**src/rtl/rat_pkg.sv**
```systemverilog
// Shared RAT datapath definitions: program-counter source encoding and the
// default interrupt vector.
package rat_pkg;

    typedef enum logic [1:0] {
        PCSRC_IR,
        PCSRC_STK,
        PCSRC_ISR,
        PCSRC_ZERO
    } pc_src_t;

    localparam logic [9:0] ISR_VEC_DEFAULT = 10'h3FF;

endpackage

```
**src/rtl/ras_lifo.sv**
```systemverilog
// Return-address LIFO: entry storage, occupancy pointer, full/empty decode
// and a one-cycle error strobe for overflow/underflow.
module ras_lifo #(
    parameter int W     = 10,
    parameter int DEPTH = 8
) (
    input  logic                         clk,
    input  logic                         rst_n,
    input  logic                         push,
    input  logic                         pop,
    input  logic [W-1:0]                 wdata,
    output logic [W-1:0]                 top,
    output logic                         empty,
    output logic                         full,
    output logic [$clog2(DEPTH+1)-1:0]   level,
    output logic                         err_evt
);

    localparam int AW = $clog2(DEPTH);
    localparam int LW = $clog2(DEPTH+1);

    logic [W-1:0]  mem [DEPTH];
    logic [LW-1:0] level_q;
    logic [LW-1:0] level_nxt;
    logic [AW-1:0] top_idx;
    logic [AW-1:0] wr_idx;
    logic          wr_en;

    assign empty   = (level_q == '0);
    assign full    = (level_q == LW'(DEPTH));
    assign level   = level_q;
    assign top_idx = AW'(level_q - LW'(1));
    assign top     = empty ? '0 : mem[top_idx];

    // A simultaneous push/pop on a non-empty stack replaces the top in place.
    always_comb begin
        wr_en     = 1'b0;
        wr_idx    = AW'(level_q);
        level_nxt = level_q;
        err_evt   = 1'b0;
        if (push && pop) begin
            wr_en = 1'b1;
            if (empty) begin
                wr_idx    = '0;
                level_nxt = LW'(1);
                err_evt   = 1'b1;
            end else begin
                wr_idx = top_idx;
            end
        end else if (push) begin
            if (full) begin
                err_evt = 1'b1;
            end else begin
                wr_en     = 1'b1;
                level_nxt = level_q + LW'(1);
            end
        end else if (pop) begin
            if (empty) begin
                err_evt = 1'b1;
            end else begin
                level_nxt = level_q - LW'(1);
            end
        end
    end

    always_ff @(posedge clk or negedge rst_n) begin
        if (!rst_n) begin
            level_q <= '0;
        end else begin
            level_q <= level_nxt;
        end
    end

    always_ff @(posedge clk) begin
        if (wr_en) begin
            mem[wr_idx] <= wdata;
        end
    end

endmodule

```
**src/rtl/pc_src_stack.sv**
```systemverilog
// Next-address source for the program counter: source mux, return-address
// incrementer, sticky error flag and the local return-address stack.
module pc_src_stack
    import rat_pkg::*;
#(
    parameter int           n       = 10,
    parameter int           DEPTH   = 8,
    parameter logic [n-1:0] ISR_VEC = n'(ISR_VEC_DEFAULT)
) (
    input  logic                         CLK,
    input  logic                         RST_N,
    input  logic [n-1:0]                 PC_COUNT,
    input  logic [n-1:0]                 IR_ADDR,
    input  logic [1:0]                   PC_MUX_SEL,
    input  logic                         PUSH,
    input  logic                         POP,
    input  logic                         CLR_ERR,
    output logic [n-1:0]                 DIN,
    output logic                         EMPTY,
    output logic                         FULL,
    output logic [$clog2(DEPTH+1)-1:0]   LEVEL,
    output logic                         ERR
);

    logic [n-1:0] ret_addr;
    logic [n-1:0] stk_top;
    logic         err_evt;
    logic         err_q;

    assign ret_addr = PC_COUNT + n'(1);

    ras_lifo #(
        .W     (n),
        .DEPTH (DEPTH)
    ) u_lifo (
        .clk     (CLK),
        .rst_n   (RST_N),
        .push    (PUSH),
        .pop     (POP),
        .wdata   (ret_addr),
        .top     (stk_top),
        .empty   (EMPTY),
        .full    (FULL),
        .level   (LEVEL),
        .err_evt (err_evt)
    );

    always_comb begin
        DIN = '0;
        case (pc_src_t'(PC_MUX_SEL))
            PCSRC_IR:   DIN = IR_ADDR;
            PCSRC_STK:  DIN = stk_top;
            PCSRC_ISR:  DIN = ISR_VEC;
            PCSRC_ZERO: DIN = '0;
            default:    DIN = '0;
        endcase
    end

    // A new error wins over a clear arriving in the same cycle.
    always_ff @(posedge CLK or negedge RST_N) begin
        if (!RST_N) begin
            err_q <= 1'b0;
        end else if (err_evt) begin
            err_q <= 1'b1;
        end else if (CLR_ERR) begin
            err_q <= 1'b0;
        end
    end

    assign ERR = err_q;

endmodule

```
**config.mk**
```make
export PLATFORM = sky130hd
export DESIGN_NAME = pc_src_stack
export DESIGN_NICKNAME = d
export VERILOG_FILES = /design/src/rtl/rat_pkg.sv /design/src/rtl/ras_lifo.sv /design/src/rtl/pc_src_stack.sv
export SDC_FILE = /design/constraint.sdc
export NUM_CORES = 1
export LEC_CHECK = 0
export CAP_MARGIN = 40
export CELL_PAD_IN_SITES_DETAIL_PLACEMENT = 0
export CELL_PAD_IN_SITES_GLOBAL_PLACEMENT = 1
export CORE_MARGIN = 2
export CORE_UTILIZATION = 46
export CTS_CLUSTER_DIAMETER = 80
export CTS_CLUSTER_SIZE = 25
export DETAILED_ROUTE_END_ITERATION = 10
export GPL_TIMING_DRIVEN = 0
export PLACE_DENSITY_LB_ADDON = 0.1
export REMOVE_ABC_BUFFERS = 1
export SYNTH_ARGS = -nofsm -noshare
export SYNTH_HDL_FRONTEND = slang
export SYNTH_HIERARCHICAL = 1
export SYNTH_SLANG_ARGS = --single-unit
```
**constraint.sdc**
```tcl
create_clock -name CLK -period 4 [get_ports CLK]
set_input_delay 0.6 -clock CLK [delete_from_list [all_inputs] [get_ports CLK]]
set_output_delay 0.6 -clock CLK [all_outputs]
set_load 0.1 [all_outputs]
```
==> results of run 1 <==
==> worst register-to-register path, stage by stage, from the launching register on <==
cell      delay [ps]
dfrtp_2          460
inv_1            140
ha_2             240
or3b_4           440
o21ai_2          120
o211ai_2         170
nor3_2           440
buf_4            260
==> routing by layer <==
layer  vias to the layer above  global-route usage, %
li1                       1328                      -
met1                      1360                  30.01
met2                        75                  33.61
met3                        11                  2.935
met4                         0                  6.944
met5                         -                      0
==> logic make-up (layout without fill, tap and decap cells) <==
logic type / after synthesis / count (layout) / synth area share [%]
AND/OR/NAND/NOR: 97 / 97 / 13.15
flip-flops: 85 / 85 / 62.35
AO/OA/AOI/OAI: 64 / 64 / 11.08
buffers and inverters: 28 / 97 / 3.642
multiplexers: 22 / 22 / 6.173
XOR/XNOR: 11 / 11 / 2.377
adder cells (fa/ha/maj): 4 / 4 / 1.235
==> final cells by class <==
cell class / instances / area, um2 / area share, %
multi-input cells: 198 / 1454 / 28.03
clock buffers: 10 / 127.6 / 2.460
repair buffers: 74 / 837.1 / 16.14
clock inverters: 6 / 70.07 / 1.351
flip-flops and latches: 85 / 2532 / 48.82
well taps: 108 / 135.1 / 2.605
inverters: 7 / 31.28 / 0.6030
==> through the flow <==
stage | instances | TNS [ps]
floorplan | 290 | -33900
global placement | 441 | -105840
detailed placement | 469 | -3955
CTS | 487 | 0
global route | 488 | 0
finish | 488 | 0
==> cells in the mapped netlist, types with 6 or more instances <==
| cell type | count |
|---|---|
| o22ai_1 | 11 |
| edfxtp_1 | 80 |
| a2111oi_0 | 10 |
| nand2_1 | 20 |
| nor2_1 | 14 |
| nor4_1 | 10 |
| a21oi_1 | 7 |
| nor3_1 | 9 |
| inv_1 | 6 |
| nor2b_1 | 23 |
| xnor2_1 | 9 |
| a211oi_1 | 12 |
| buf_2 | 15 |
| o21ai_0 | 11 |
| mux2_2 | 20 |
==> state kept, by name, indices dropped and copies added, names as in the netlist <==
name and count:
u_lifo/level 4, ERR 1, u_lifo/mem 80
==> power breakdown <==
group | total, mW | switching, mW | internal, mW
Combinational | 2.21 | 1.37 | 0.840
Clock | 0.604 | 0.309 | 0.294
Sequential | 1.21 | 0.0668 | 1.14
Total | 4.02 | 1.74 | 2.27
==> final timing paths <==
| path | endpoint | slack (ps) | cells after the start |
|---|---|---|---|
| worst min-delay path | u_lifo/level[3] | 480 | 1 |
| worst max-delay path | DIN[0] | 300 | 11 |
| worst min register to register | ERR | 490 | 1 |
| max in group asynchronous | u_lifo/level[0] | 3280 | 1 |
| min in group CLK | ERR | 490 | 1 |
| worst max register to register | u_lifo/mem[6][8] | 1430 | 7 |
==> repair_timing <==
action | 4_1_cts | 5_1_grt
pin swaps | 1 | 1
gates cloned | 0 | 0
gates resized for setup | 6 | 6
buffers inserted | 2 | 1
setup endpoints to repair | 10 | 10
hold buffers | 0 | 0
==> results.md, run 1 <==
- Status: finished clean
- Critical Path End Type: output port
- Skew final: 8.367 ps
- CP max stage delay: 560 ps
- Slew headroom: 51.50%
- Leading area contributor after synthesis: edfxtp_1
- Root buf cell: clkbuf_8
- Largest net degree at the start of global routing: 38
- CTS Buffer Depth: 2
- Vias/cell: 5.684
- CP bufs+invs: 4
- Area fraction of the dominant cell type after synthesis: 59.26%
- Setup ws final: 295.3 ps
- H-tree Lvls: 3
- Crit path required time: 3400 ps
- FILL cells: 687
- Post-layout util: 60.07%
- Max-cap viol count: 0
- Power Density: 774.0 nW/um2
- M1 wire length: 4311 um
- Routability cong.: 0.7385
- Clock slew at reported path FFs: 90 ps
- Most common cell after layout, fill and taps aside: edfxtp_1
- Leak pwr: 1.753 nW
- Dominant cells by area after synthesis: edfxtp_1, mux2_2, nor2b_1
- Core area: 8636 um2
- Tmin final: 3705 ps
- Hold Fails Final Rpt: 0
- Number of buffers created by CTS: 9
- Initial Util: 46.94%
- DRC Markers: 0
- Synth warn: 6
- CTS tree: yes
- Final Setup Violations: 0
- Total grt overflow: 0
- Register bit total from synthesis: 85
- HP Class: in -> async
- Avg Inst Size Synth: 13.04 um2
- Crit path max-delay family: buffers and inverters
- Worst Tran Pin Value: 722.3 ps
- RSZ-0062 raised after global routing: false
- CP Cell Sequence: inv_1 > ha_1 > xnor2_4 > buf_4 > nand2_2 > a211oi_1 > nor4_1 > nand2_1 > o21ai_0 > clkdlybuf4s50_1 > buf_8
- Slowest stage cell, crit path: clkdlybuf4s50_1
- Crit path max fanout: 10
- Inserted Diodes: 0
- Metal2 WL: 4683 um
- Detail Placement HPWL: 6418 um
- Reg-to-Reg Start: u_lifo/level[1]
- Area after DPL: 4911 um2
- Top Layer Used: met4
- Met3 wire length: 492 um
- Nets: 406
- Critical path class: reg -> out
- Post-synth EDFFs: 80
- Initial antenna violation count: 0
- Vias: 2,774
- Post-Syn Area: 4054 um2
- CTS sink count: 85
- Routed len/inst: 19.71 um
- Top FF cell, synth: edfxtp_1
- Row count: 34
- Area growth, synth to finish: 27.96%
- Syn Inst Count: 311
- Sequential area share after synthesis: 62.35%
- Share of layout cells above drive strength 1: 23.95%
- Total Power: 4.015 mW
- Placement Setup Slack: -464.9 ps
- Worst-Skew Late Latency: 350 ps
- Asr flop ratio synth: 5.882%
- Num ports: 44
- Worst setup SP type: flip-flop
- Most frequent cells in the layout: edfxtp_1, clkdlybuf4s50_1, nor2b_1
- Global-route wire length before repair: 15,240 um
- DIE AREA: 9580 um2
- Router iterations before antenna repair: 4
- Vias in the first global route: 2,713
- I/O Buffers: 43
- Final wirelength: 9620 um
- Worst setup path startpoint: u_lifo/level[1]
- Worst EP arrival: 3100 ps
- DRT iter0 DRCs: 209
- Worst hold slack: 480.2 ps
- Fin crit share: 92.62%
- Finished Cell Area: 5187 um2
- Maximum clock frequency: 269.9 MHz
- Max Slew Vio Count: 0
- Overall Global Routing Usage: 21.07%
- Maximum VDD drop: 0.4117 mV
- Chip Height: 97.88 um
- Post-route ant nets: 0
- Die Span X: 97.88 um
- Synth unique cells: 46
Note: power is estimated with default switching activity, not from simulation.
==> inputs of run 2 (changes only) <==
--- a/config.mk
+++ b/config.mk
@@ -14,6 +14,7 @@
 export CTS_CLUSTER_SIZE = 25
 export DETAILED_ROUTE_END_ITERATION = 10
 export GPL_TIMING_DRIVEN = 0
+export MAX_ROUTING_LAYER = met4
 export PLACE_DENSITY_LB_ADDON = 0.1
 export REMOVE_ABC_BUFFERS = 1
 export SYNTH_ARGS = -nofsm -noshare
==> run 2 against run 1 <==
  * Cell count rose by 0.20%
  * Utilization barely moved
  * Clock power hardly changed
  * Via count down 0.14%
  * Worst setup slack worse by 39 ps
  * Combinational power barely moved
  * Critical path depth did not move
  * Sequential power about the same
  * Sequential share of layout area about the same
  * First-iteration DRC count fell by 17%
  * Routed wire length shrank 0.65%
  * Critical endpoint is now DIN[3]
  * Largest cell class unchanged
==> results.md, run 2 (synthesis results as in run 1) <==
- Inserted Diodes: 0 (unchanged)
- Core area: 8636 um2 (unchanged)
- CTS Buffer Depth: 2 (unchanged)
- Most frequent cells in the layout: edfxtp_1, clkdlybuf4s50_1, nor2b_1
- Area growth, synth to finish: 27.87% (about the same)
- Final wirelength: 9557 um (-0.65%)
- FILL cells: 691 (+0.58%)
- Worst EP arrival: 3140 ps (+40 ps)
- CP bufs+invs: 4 (unchanged)
- R2R setup slack: 1440 ps (about the same)
- DIE AREA: 9580 um2 (unchanged)
- Die Span X: 97.88 um (unchanged)
- Most common cell after layout, fill and taps aside: edfxtp_1
- Area after DPL: 4911 um2 (unchanged)
- I/O Buffers: 43 (unchanged)
- Status: finished clean
- Routed len/inst: 19.54 um (-0.86%)
- Largest net degree at the start of global routing: 38 (unchanged)
- Number of buffers created by CTS: 9 (unchanged)
- Post-route ant nets: 0 (unchanged)
- Routability cong.: 0.7476 (+1.2%)
- Metal2 WL: 4581 um (-2.2%)
- Slowest stage cell, crit path: clkdlybuf4s50_1
- Crit path max fanout: 10 (unchanged)
- Root buf cell: clkbuf_8
- Setup TNS: 0 ps (unchanged)
- Skew final: 8.667 ps (+0.2994 ps)
- Hold Fails Final Rpt: 0 (unchanged)
- Vias: 2,770 (-0.14%)
- CTS tree: yes
- Slew headroom: 49.39% (-2.1 points)
- Overall Global Routing Usage: 21.69% (+0.62 points)
- Worst Tran Pin Value: 753.7 ps (+31.43 ps)
- Share of layout cells above drive strength 1: 24.15% (+0.20 points)
- Fin crit share: 93.59% (+0.97 points)
- Crit path max-delay family: buffers and inverters
- Met3 wire length: 558 um (+13%)
- Reg-to-Reg Start: u_lifo/level[1]
- Number of hold buffers added after CTS: 0 (unchanged)
- Critical Path End Type: output port
- Detail Placement HPWL: 6418 um (unchanged)
- Nets: 407 (+0.25%)
- CTS sink count: 85 (unchanged)
- Worst hold slack: 478.1 ps (-2.085 ps)
- Post-layout util: 60.03% (about the same)
- DRT iter0 DRCs: 173 (-17%)
- Router iterations before antenna repair: 4 (unchanged)
- DRC Markers: 0 (unchanged)
- FF/Latch Area: 2532 um2 (unchanged)
- CP Cell Sequence: inv_1 > ha_1 > xnor2_2 > buf_6 > nand2b_4 > o22ai_1 > nor4_1 > nand2_1 > o21ai_0 > clkdlybuf4s50_1 > buf_8
- Clock slew at reported path FFs: 90 ps (about the same)
- Initial antenna violation count: 0 (unchanged)
- Initial Util: 46.94% (unchanged)
- Crit path required time: 3400 ps (about the same)
- Global-route wire length before repair: 15,230 um (about the same)
- Num ports: 44 (unchanged)
- Final non-filler cell total: 489 (+0.20%)
- Max-cap viol count: 0 (unchanged)
- Placed cells: 469 (unchanged)
- Multi-input gate area: 1443 um2 (-0.77%)
- Row count: 34 (unchanged)
- Worst-Skew Late Latency: 350 ps (about the same)
- RR Endpoint: u_lifo/mem[6][8]
- RSZ-0062 raised after global routing: false
- Chip Height: 97.88 um (unchanged)
- Reg2Reg Depth: 7 (unchanged)
- Top Layer Used: met4
- Finished Cell Area: 5184 um2 (about the same)
- Worst setup SP type: flip-flop
- Final Setup Violations: 0 (unchanged)
- Largest register FFs: 80 (unchanged)
- M1 wire length: 4294 um (-0.39%)
- Reg with most FFs: u_lifo/mem
- Power Density: 774.3 nW/um2 (about the same)
- Tmin final: 3744 ps (+38.88 ps)
- Max Slew Vio Count: 0 (unchanged)
- Vias/cell: 5.665 (-0.35%)
- Vias in the first global route: 2,718 (+0.18%)
- H-tree Lvls: 3 (unchanged)
- HP Class: in -> async
- Maximum VDD drop: 0.4127 mV (+0.26%)
- Total grt overflow: 0 (unchanged)
- Leak pwr: 1.756 nW (+0.18%)
- Critical path class: reg -> out
- Maximum clock frequency: 267.1 MHz (-1.0%)
- CP max stage delay: 550 ps (about the same)
-- run 2: changes by cell type in the layout (fill, tap and decap cells not counted), sizes merged --
cell	previous run	this run
buf	31	32
-- run 2: area by class of cell --
type | instances | area share, %
Clock buffer | 10 | 2.462
Clock inverter | 6 | 1.352
Inverter | 7 | 0.6034
Multi-Input combinational cell | 198 | 27.83
Sequential cell | 85 | 48.85
Tap cell | 108 | 2.607
Timing Repair Buffer | 75 | 16.29
-- run 2: power by group --
group          total (mW)  switching (mW)  leakage, nW  internal [mW]
registers            1.20          0.0640        0.787           1.14
logic                2.20            1.37        0.872          0.839
clock network       0.606           0.311       0.0964          0.294
total                4.01            1.74         1.76           2.27
-- run 2: stage by stage --
stage | power, mW | setup WS (ps)
floorplan | 2.526 | -1363
global placement | 3.019 | -2572
detailed placement | 3.306 | -464.9
CTS | 3.970 | 24.62
global route | 4.237 | 3.971
finish | 4.014 | 256.4
-- run 2: layer usage --
layer / vias up / GRT usage, %
li1: 1326 / -
met1: 1353 / 29.92
met2: 79 / 33.61
met3: 12 / 2.935
met4: 0 / 6.944
met5: - / -
-- run 2: what timing repair did --
action / 4_1_cts / 5_1_grt
buffers inserted: 2 / 2
endpoints found under the setup margin: 10 / 10
resized for setup: 6 / 5
pin swaps: 1 / 1
-- run 2: worst max path at each step --
| stage | to | slack [ps] | startpoint | cells after the start |
|---|---|---|---|---|
| 2_1_floorplan | DIN[0] | -1360 | u_lifo/level[0] | 8 |
| 3_3_place_gp | DIN[7] | -2570 | u_lifo/level[0] | 9 |
| 3_5_place_dp | DIN[7] | -460 | u_lifo/level[0] | 11 |
| 4_1_cts | DIN[7] | 20 | u_lifo/level[1] | 11 |
| 5_1_grt | DIN[8] | 4 | u_lifo/level[1] | 11 |
| 6_report | DIN[3] | 260 | u_lifo/level[1] | 11 |
==> inputs of run 3 (changes only) <==
--- a/config.mk
+++ b/config.mk
@@ -17,6 +17,7 @@
 export MAX_ROUTING_LAYER = met4
 export PLACE_DENSITY_LB_ADDON = 0.1
 export REMOVE_ABC_BUFFERS = 1
+export SLEW_MARGIN = 10
 export SYNTH_ARGS = -nofsm -noshare
 export SYNTH_HDL_FRONTEND = slang
 export SYNTH_HIERARCHICAL = 1
==> results of run 3 <==
The final DEF is identical to that of run 2; final timing and power are the same.
